[config.mk]
export PLATFORM = sky130hd
export DESIGN_NAME = action_selector
export DESIGN_NICKNAME = d
export VERILOG_FILES = /design/src/rtl/rl_pkg.sv /design/src/rtl/lfsr16.sv /design/src/rtl/action_selector.sv
export SDC_FILE = /design/constraint.sdc
export NUM_CORES = 1
export LEC_CHECK = 0
export ABC_AREA = 1
export CORE_MARGIN = 2
export CORE_UTILIZATION = 55
export DETAILED_ROUTE_END_ITERATION = 12
export GPL_ROUTABILITY_DRIVEN = 0
export HOLD_SLACK_MARGIN = 0.08
export MAX_ROUTING_LAYER = met4
export PLACE_DENSITY = 0.89
export SLEW_MARGIN = 20
export SYNTH_ARGS = -nofsm -noshare
export SYNTH_HDL_FRONTEND = slang
export SYNTH_SLANG_ARGS = --single-unit
export TNS_END_PERCENT = 1
[constraint.sdc]
create_clock -name CLK -period 4.6 [get_ports CLK]
set_input_delay 0.69 -clock CLK [delete_from_list [all_inputs] [get_ports CLK]]
set_output_delay 0.69 -clock CLK [all_outputs]
set_load 0.02 [all_outputs]
[src/rtl/rl_pkg.sv]
// rl_pkg: shared widths, FSM encoding and LFSR taps for the action selector and transition table
package rl_pkg;
  localparam int STATE_W = 3;
  localparam int ACTION_W = 2;
  localparam int N_ACTIONS = 2 ** ACTION_W;
  localparam int Q_W = 16;
  localparam int EPS_W = 8;
  localparam logic [15:0] LFSR_TAPS = 16'hB400;
  typedef enum logic [1:0] {IDLE, COMPARE, DECIDE, OUT} fsm_t;
endpackage

[src/rtl/lfsr16.sv]
// lfsr16: free-running 16-bit Fibonacci LFSR, x^16+x^14+x^13+x^11+1, shifting left
module lfsr16
  import rl_pkg::*;
#(
  parameter logic [15:0] SEED = 16'hACE1
) (
  input  logic        CLK,
  input  logic        RST,
  output logic [15:0] lfsr
);
  localparam logic [15:0] INIT = (SEED == 16'h0000) ? 16'h0001 : SEED;
  // advance every cycle, feedback enters at bit 0
  always_ff @(posedge CLK or negedge RST)
    if (!RST) lfsr <= INIT;
    else lfsr <= {lfsr[14:0], ^(lfsr & LFSR_TAPS)};
endmodule

[src/rtl/action_selector.sv]
// action_selector: epsilon-greedy action pick with sequential max-search, emits {state, action}
module action_selector
  import rl_pkg::*;
#(
  parameter logic [15:0] SEED = 16'hACE1
) (
  input  logic                        CLK,
  input  logic                        RST,
  input  logic                        start,
  input  logic [STATE_W-1:0]          state_in,
  input  logic [N_ACTIONS*Q_W-1:0]    q_vals,
  input  logic [EPS_W-1:0]            epsilon,
  output logic                        ready_out,
  output logic [STATE_W+ACTION_W-1:0] addr_out,
  output logic [ACTION_W-1:0]         action_out,
  output logic                        explore_out,
  output logic                        valid_out,
  input  logic                        out_ack
);
  fsm_t st, st_nx;
  logic [STATE_W-1:0] state_r;
  logic [N_ACTIONS*Q_W-1:0] q_r;
  logic [ACTION_W-1:0] best_idx, idx, act;
  logic signed [Q_W-1:0] best_val, cur;
  logic [15:0] lfsr;
  logic explore;
  logic unused_lfsr;

  lfsr16 #(.SEED(SEED)) u_lfsr (.CLK(CLK), .RST(RST), .lfsr(lfsr));

  assign unused_lfsr = ^lfsr;
  assign ready_out = (st == IDLE);
  assign cur = q_r[idx*Q_W +: Q_W];

  // state register
  always_ff @(posedge CLK or negedge RST)
    if (!RST) st <= IDLE;
    else st <= st_nx;

  // next state and the explore/greedy decision from the current LFSR value
  always_comb begin
    explore = lfsr[EPS_W-1:0] < epsilon;
    act = explore ? lfsr[15 -: ACTION_W] : best_idx;
    st_nx = st == IDLE    ? (start ? COMPARE : IDLE) :
            st == COMPARE ? (idx == ACTION_W'(N_ACTIONS - 1) ? DECIDE : COMPARE) :
            st == DECIDE  ? OUT :
                            (out_ack ? IDLE : OUT);
  end

  // latch request, run one comparison per cycle, register the result
  always_ff @(posedge CLK or negedge RST)
    if (!RST) begin
      state_r <= '0;
      q_r <= '0;
      best_idx <= '0;
      best_val <= '0;
      idx <= '0;
      action_out <= '0;
      addr_out <= '0;
      explore_out <= 1'b0;
      valid_out <= 1'b0;
    end else if (st == IDLE) begin
      if (start) begin
        state_r <= state_in;
        q_r <= q_vals;
        best_idx <= '0;
        best_val <= q_vals[Q_W-1:0];
        idx <= ACTION_W'(1);
      end
    end else if (st == COMPARE) begin
      if (cur > best_val) begin
        best_val <= cur;
        best_idx <= idx;
      end
      idx <= idx + 1'b1;
    end else if (st == DECIDE) begin
      action_out <= act;
      addr_out <= {state_r, act};
      explore_out <= explore;
      valid_out <= 1'b1;
    end else if (out_ack) begin
      valid_out <= 1'b0;
    end
endmodule

==> results of run 1 <==
-- worst max-delay path by stage --
stage	slack, ns	cells past startpoint	to
2_1_floorplan	2.05	17	best_val[10]
3_3_place_gp	1.69	13	best_val[11]
3_5_place_dp	1.48	13	best_val[1]
4_1_cts	1.45	13	best_val[1]
5_1_grt	1.18	13	best_val[1]
6_report	1.29	13	best_val[1]
-- cells in the mapped netlist (2+ instances only) --
master,count,share of area
nor2_4,2,0.0042
nor2_1,37,0.026
nand4_1,2,0.0023
nand3_1,22,0.020
o22ai_1,15,0.017
nand2_1,272,0.19
xnor2_1,2,0.0032
ha_1,24,0.056
buf_4,3,0.0042
inv_1,55,0.038
nand2_2,4,0.0046
dfrtp_1,104,0.48
dfstp_2,8,0.039
buf_2,2,0.0019
a21oi_1,12,0.011
o21ai_0,67,0.062
clkbuf_1,25,0.017
-- report_power, final --
group          switching, uW  internal [uW]  total (uW)  leakage [uW]
combinational           1520            841        2360       0.00186
clock                    333            231         563     0.0000963
sequential               273           1400        1670       0.00139
-- worst register-to-register path: stages, from the launching register on --
cell and delay (ns):
dfrtp_1 0.61, inv_1 0.43, o21ai_0 0.21, o22ai_1 0.31, ha_1 0.32, nand2_1 0.15
nor2_4 0.06, nand2_2 0.08, nor2_4 0.04, a21oi_1 0.35, nand3_4 0.27, nand2_4 0.25
nand2_1 0.11, nand2_1 0.07
-- flip-flops by register name (all words and copies together) (netlist names), 2 cells and up --
name	cells
best_idx	2
state_r	3
u_lfsr.lfsr	16
best_val	16
addr_out	5
idx	2
q_r	64
st	2
-- cell families (layout without fill, tap and decap cells) --
kind of cell,Yosys count,in the layout,share of synthesized area
simple gates,342,342,0.2542
flops,112,112,0.5213
compound gates,99,99,0.09810
buf+inv,89,164,0.06586
fa+ha+maj,24,24,0.05566
xor+xnor,3,3,0.004871
-- through the flow --
stage,utilization,instance area [sq um],hold slack (ns)
2_1_floorplan,-,5395,0.3312
3_3_place_gp,0.6560,6324,0.3404
3_5_place_dp,0.6560,6324,0.3363
4_1_cts,0.6758,6514,0.3691
5_1_grt,0.6761,6518,0.3788
6_report,0.6761,6518,0.3337
-- layer usage --
metal,routed length [um],share of wire
met5,0,0
met1,5465,0.43
met4,501,0.039
met2,5842,0.46
met3,936,0.073
-- area by class of cell --
cell class                      instances  area share
Clock buffer                           11     0.02323
Clock inverter                          5    0.005951
Inverter                               57     0.03283
Multi-Input combinational cell        468      0.3421
Sequential cell                       112      0.4316
Tap cell                              133     0.02553
Timing Repair Buffer                   91      0.1388
==> flow_summary.toml, run 1 <==
[power]
power.total_uw = 4593
ir_drop_mv = 0.3668
powerDensity_nw_per_um2 = 704.8
leakage_uw = 0.003346

[floorplan]
fp.coreArea_sq_um = 9639
io_pins = 89
start_util = 0.5597
die_w_um = 103.0
fp.dieH_um = 103.0
rows = 36
die-area_sq_um = 10620

[synth]
synth_seq_cells = 112
syn_area_per_cell_sq_um = 8.065
syn-cell-area_sq_um = 5395
synth-edff-count = 0
ys_warn_count = 0
synth_seq_area_share = 0.5213
synthFlopType = "dfrtp_1"
postSynth.asyncResetShare = 1.000
ys_types = 30
synth_fp_nets = 772
syn_inst = 669

[detailed_routing]
drt-pass1-iter-count = 5
viasPerCell = 5.336
drt-total-wl_um = 12750
num_vias = 4680
drt-initial-drc-count = 329
routedWlPerCell_um = 14.53
drcViolationCount = 0
ant_nets = 0

[timing]
slew_headroom = 0.4434
period_minus_slack_ns = 3.314
setup_tns_ns = 0
rsz0062_at_grt = "false"
skew_ns = 0.01139
worst_slack_ns = 1.286
worst_slew_pin_slew_ns = 0.8348
slew_viol_final = 0
layout_worst_path_cycle_share = 0.7204
finalHoldViolations = 0
timing.fmax_mhz = 301.8
setup_viol = 0

[status]
status = "finished, final reports clean"

[critical_path]
crit_buf_inv = 1
crit-reg2reg-launch = "idx[1]"
path_max_fanout = 19
crit_top_cell = "nand2_1"
crit_chain = "inv_1, o21ai_0, o22ai_1, ha_1, nand2_1, nor2_4, nand2_2, nor2_4, a21oi_1, nand3_4, nand2_4, nand2_1, nand2_1"
worstPathArrival_ns = 3.64
rrSetupSlack_ns = 1.29
path_delay_family = "simple AND/OR/NAND/NOR gates"
cp_slowest_stage_delay_ns = 0.61
required_ns = 4.92
worstRegToRegCells = 13
startpoint = "idx[1]"
critPathCaptureType = "flop"
critical_path_class = "reg2reg"
cp_slowest_cell = "dfrtp_1"
critPathLaunchType = "flop"
r2r_end = "best_val[1]"

[grt]
grt_max_degree = 83
first_global_vias = 4470
grt_pass1_wl_um = 20820
use_met2 = 0.3936
overflow = 0
gr-usage-met3 = 0.04814
track_usage = 0.2605
grt_use_met1 = 0.3432
gr-max-usage-layer = "met2"
antenna_found_initial = 0

[final_layout]
instances_no_fill = 877
final_cell_mix = "nand2_1, dfrtp_1, clkdlybuf4s50_1, o21ai_0, inv_1"
area_delta_synth_final_pct = 20.80
fill_cells = 781
regArea_sq_um = 2813
num_antenna_cells = 0
layout_commonest_cell = "nand2_1"
drive_gt1_frac = 0.05242
multi_input_area_sq_um = 2230
layout.nets = 842

[min_path]
hp-class = "in2async"

[place]
io_buffers = 88
dpl.hpwl_um = 9305
dp_slack_ns = 1.479
place_inst = 861

[clocking]
cts-root-buf = "clkbuf_8"
ctsHtreeMaxLevel = 3
cts_buffers = 9
post_cts_buffers = 0
ctsHoldBuffers = 0
cts.clk_slew.worst_paths_ns = 0.10
cts.sinks = 112
cts_max_path_buffers = 2
cts_tree = "done"
insertion_delay_ns = 0.38
post_cts_resized = 0

[job]
maxCapViolCount = 0
(Power assumes the default switching activity.)
==> run 2, diff against run 1 <==
CORE_UTILIZATION = 48   (was 55)
PLACE_DENSITY = 0.83   (was 0.89)
clock period = 2.9 ns   (was 4.6 ns; I/O delays follow)
==> run 2 against run 1 <==
Against the previous run: sequential power is 57% higher; core utilization is 6.9 points lower; clock skew hardly changed; global-route usage is 3.4 points lower; worst setup slack worse by 1.1 ns; clock power is 61% higher; critical path type unchanged; highest routed layer unchanged.
==> flow_summary.toml, run 2 (same netlist as run 1, synthesis figures left out) <==
[timing]
rsz0062_at_grt = "false"
worst_slew_pin_slew_ns = 0.7969
timing.fmax_mhz = 369.7
finalHoldViolations = 0
period_minus_slack_ns = 2.705
slew_headroom = 0.4681
setup_viol = 0
skew_ns = 0.01158
slew_viol_final = 0
setup_tns_ns = 0
layout_worst_path_cycle_share = 0.9327

[detailed_routing]
drcViolationCount = 0
routedWlPerCell_um = 14.28
drt-total-wl_um = 12690
drt-initial-drc-count = 369
num_vias = 4629
viasPerCell = 5.207
ant_nets = 0
drt-pass1-iter-count = 5

[critical_path]
worstPathArrival_ns = 3.03
critical_path_class = "reg2reg"
critPathCaptureType = "flop"
crit_top_cell = "nand2_1"
crit_buf_inv = 3
crit_chain = "inv_1, buf_6, o21ai_0, o22ai_1, ha_1, nand2_2, inv_1, nand2_1, nand2_1, a21oi_1, nand3_1, nand2_2, nand3_4, nand2_8, nand2_1, nand2_1"
cp_slowest_cell = "dfrtp_1"
path_max_fanout = 32
cp_slowest_stage_delay_ns = 0.40
required_ns = 3.23
critPathLaunchType = "flop"
path_delay_family = "simple AND/OR/NAND/NOR gates"

[final_layout]
reg_top3 = "q_r (64), best_val (16), u_lfsr.lfsr (16)"
layout_commonest_cell = "nand2_1"
layout.nets = 847
num_antenna_cells = 0
area_delta_synth_final_pct = 22.50
instances_no_fill = 889
final_cell_mix = "nand2_1, dfrtp_1, clkdlybuf4s50_1, o21ai_0, inv_1"
drive_gt1_frac = 0.06008
largest-register = "q_r"
final_util = 0.6070
largest_reg_flops = 64

[clocking]
cts.clk_slew.worst_paths_ns = 0.11
cts_buffers = 9
insertion_delay_ns = 0.38
cts_max_path_buffers = 2
cts_tree = "done"
cts.sinks = 112
ctsHtreeMaxLevel = 3
cts-root-buf = "clkbuf_8"

[floorplan]
die-area_sq_um = 12100
fp.dieH_um = 110.0
die_w_um = 110.0
start_util = 0.4955
io_pins = 89
rows = 38
fp.coreArea_sq_um = 10890

[grt]
track_usage = 0.2269
grt_max_degree = 103
antenna_found_initial = 0
grt_pass1_wl_um = 20510
first_global_vias = 4432
overflow = 0

[place]
place_inst = 873
dpl.hpwl_um = 9340
io_buffers = 88

[job]
maxCapViolCount = 0

[power]
ir_drop_mv = 0.8804
power.total_uw = 7369
powerDensity_nw_per_um2 = 1115
leakage_uw = 0.003383

[status]
status = "finished, final reports clean"

[min_path]
hp-class = "in2async"
==> run 2: metrics by stage <==
step / hold WS (ns) / worst slack, ns / instance area, sq um
2_1_floorplan: 0.1394 / 0.3486 / 5395
3_3_place_gp: 0.3390 / 0.3115 / 6395
3_5_place_dp: 0.3454 / 0.1491 / 6395
4_1_cts: 0.1445 / 0.1268 / 6583
5_1_grt: 0.1511 / 0.0001734 / 6609
6_report: 0.09744 / 0.1952 / 6609
==> run 2: what timing repair did <==
action                     4_1_cts  5_1_grt
resized for setup                0        5
hold buffers                     0        0
setup endpoints to repair        0       17
setup buffers                    0        0
==> run 2: cell type report <==
cell class                 instances  area [sq um]
inverter                          57         217.7
multi-input combinational        468          2245
clock buffer                      11         141.4
sequential                       112          2813
timing repair buffer              96         970.9
clock inverter                     5         46.29
tap                              140         175.2
fill                             909          4279
==> run 2: power breakdown <==
group	switching, uW	internal, uW	total (uW)
clock network	554	354	908
logic	2430	1400	3830
registers	415	2210	2630
total	3400	3970	7370
==> run 2: worst register-to-register path: cells and delay by family, from the launching register on <==
family	cells	cell delay, ns
buffers and inverters	3	0.33
AND/OR/NAND/NOR	9	1.08
adder cells (fa/ha/maj)	1	0.33
AO/OA/AOI/OAI	3	0.53
flip-flops	1	0.40
==> run 2: per-layer routing <==
layer / wire length [um] / global-route usage / up-vias
met2: 6465 / 0.3799 / 154
met3: 750 / 0.04527 / 29
met5: 0 / - / -
met4: 310 / 0.08409 / 0
li1: - / - / 2258
met1: 5166 / 0.2720 / 2188
==> run 2: final timing paths <==
| path | from | to | slack [ns] | depth (start not counted) |
|---|---|---|---|---|
| min in group CLK | u_lfsr.lfsr[8] | u_lfsr.lfsr[9] | 0.36 | 0 |
| max in group asynchronous | RST | q_r[61] | 2.04 | 2 |
| min reg2reg | u_lfsr.lfsr[8] | u_lfsr.lfsr[9] | 0.36 | 0 |
| max | idx[0] | best_val[10] | 0.20 | 16 |
| max reg2reg | idx[0] | best_val[10] | 0.20 | 16 |
| min | RST | u_lfsr.lfsr[3] | 0.1 | 1 |
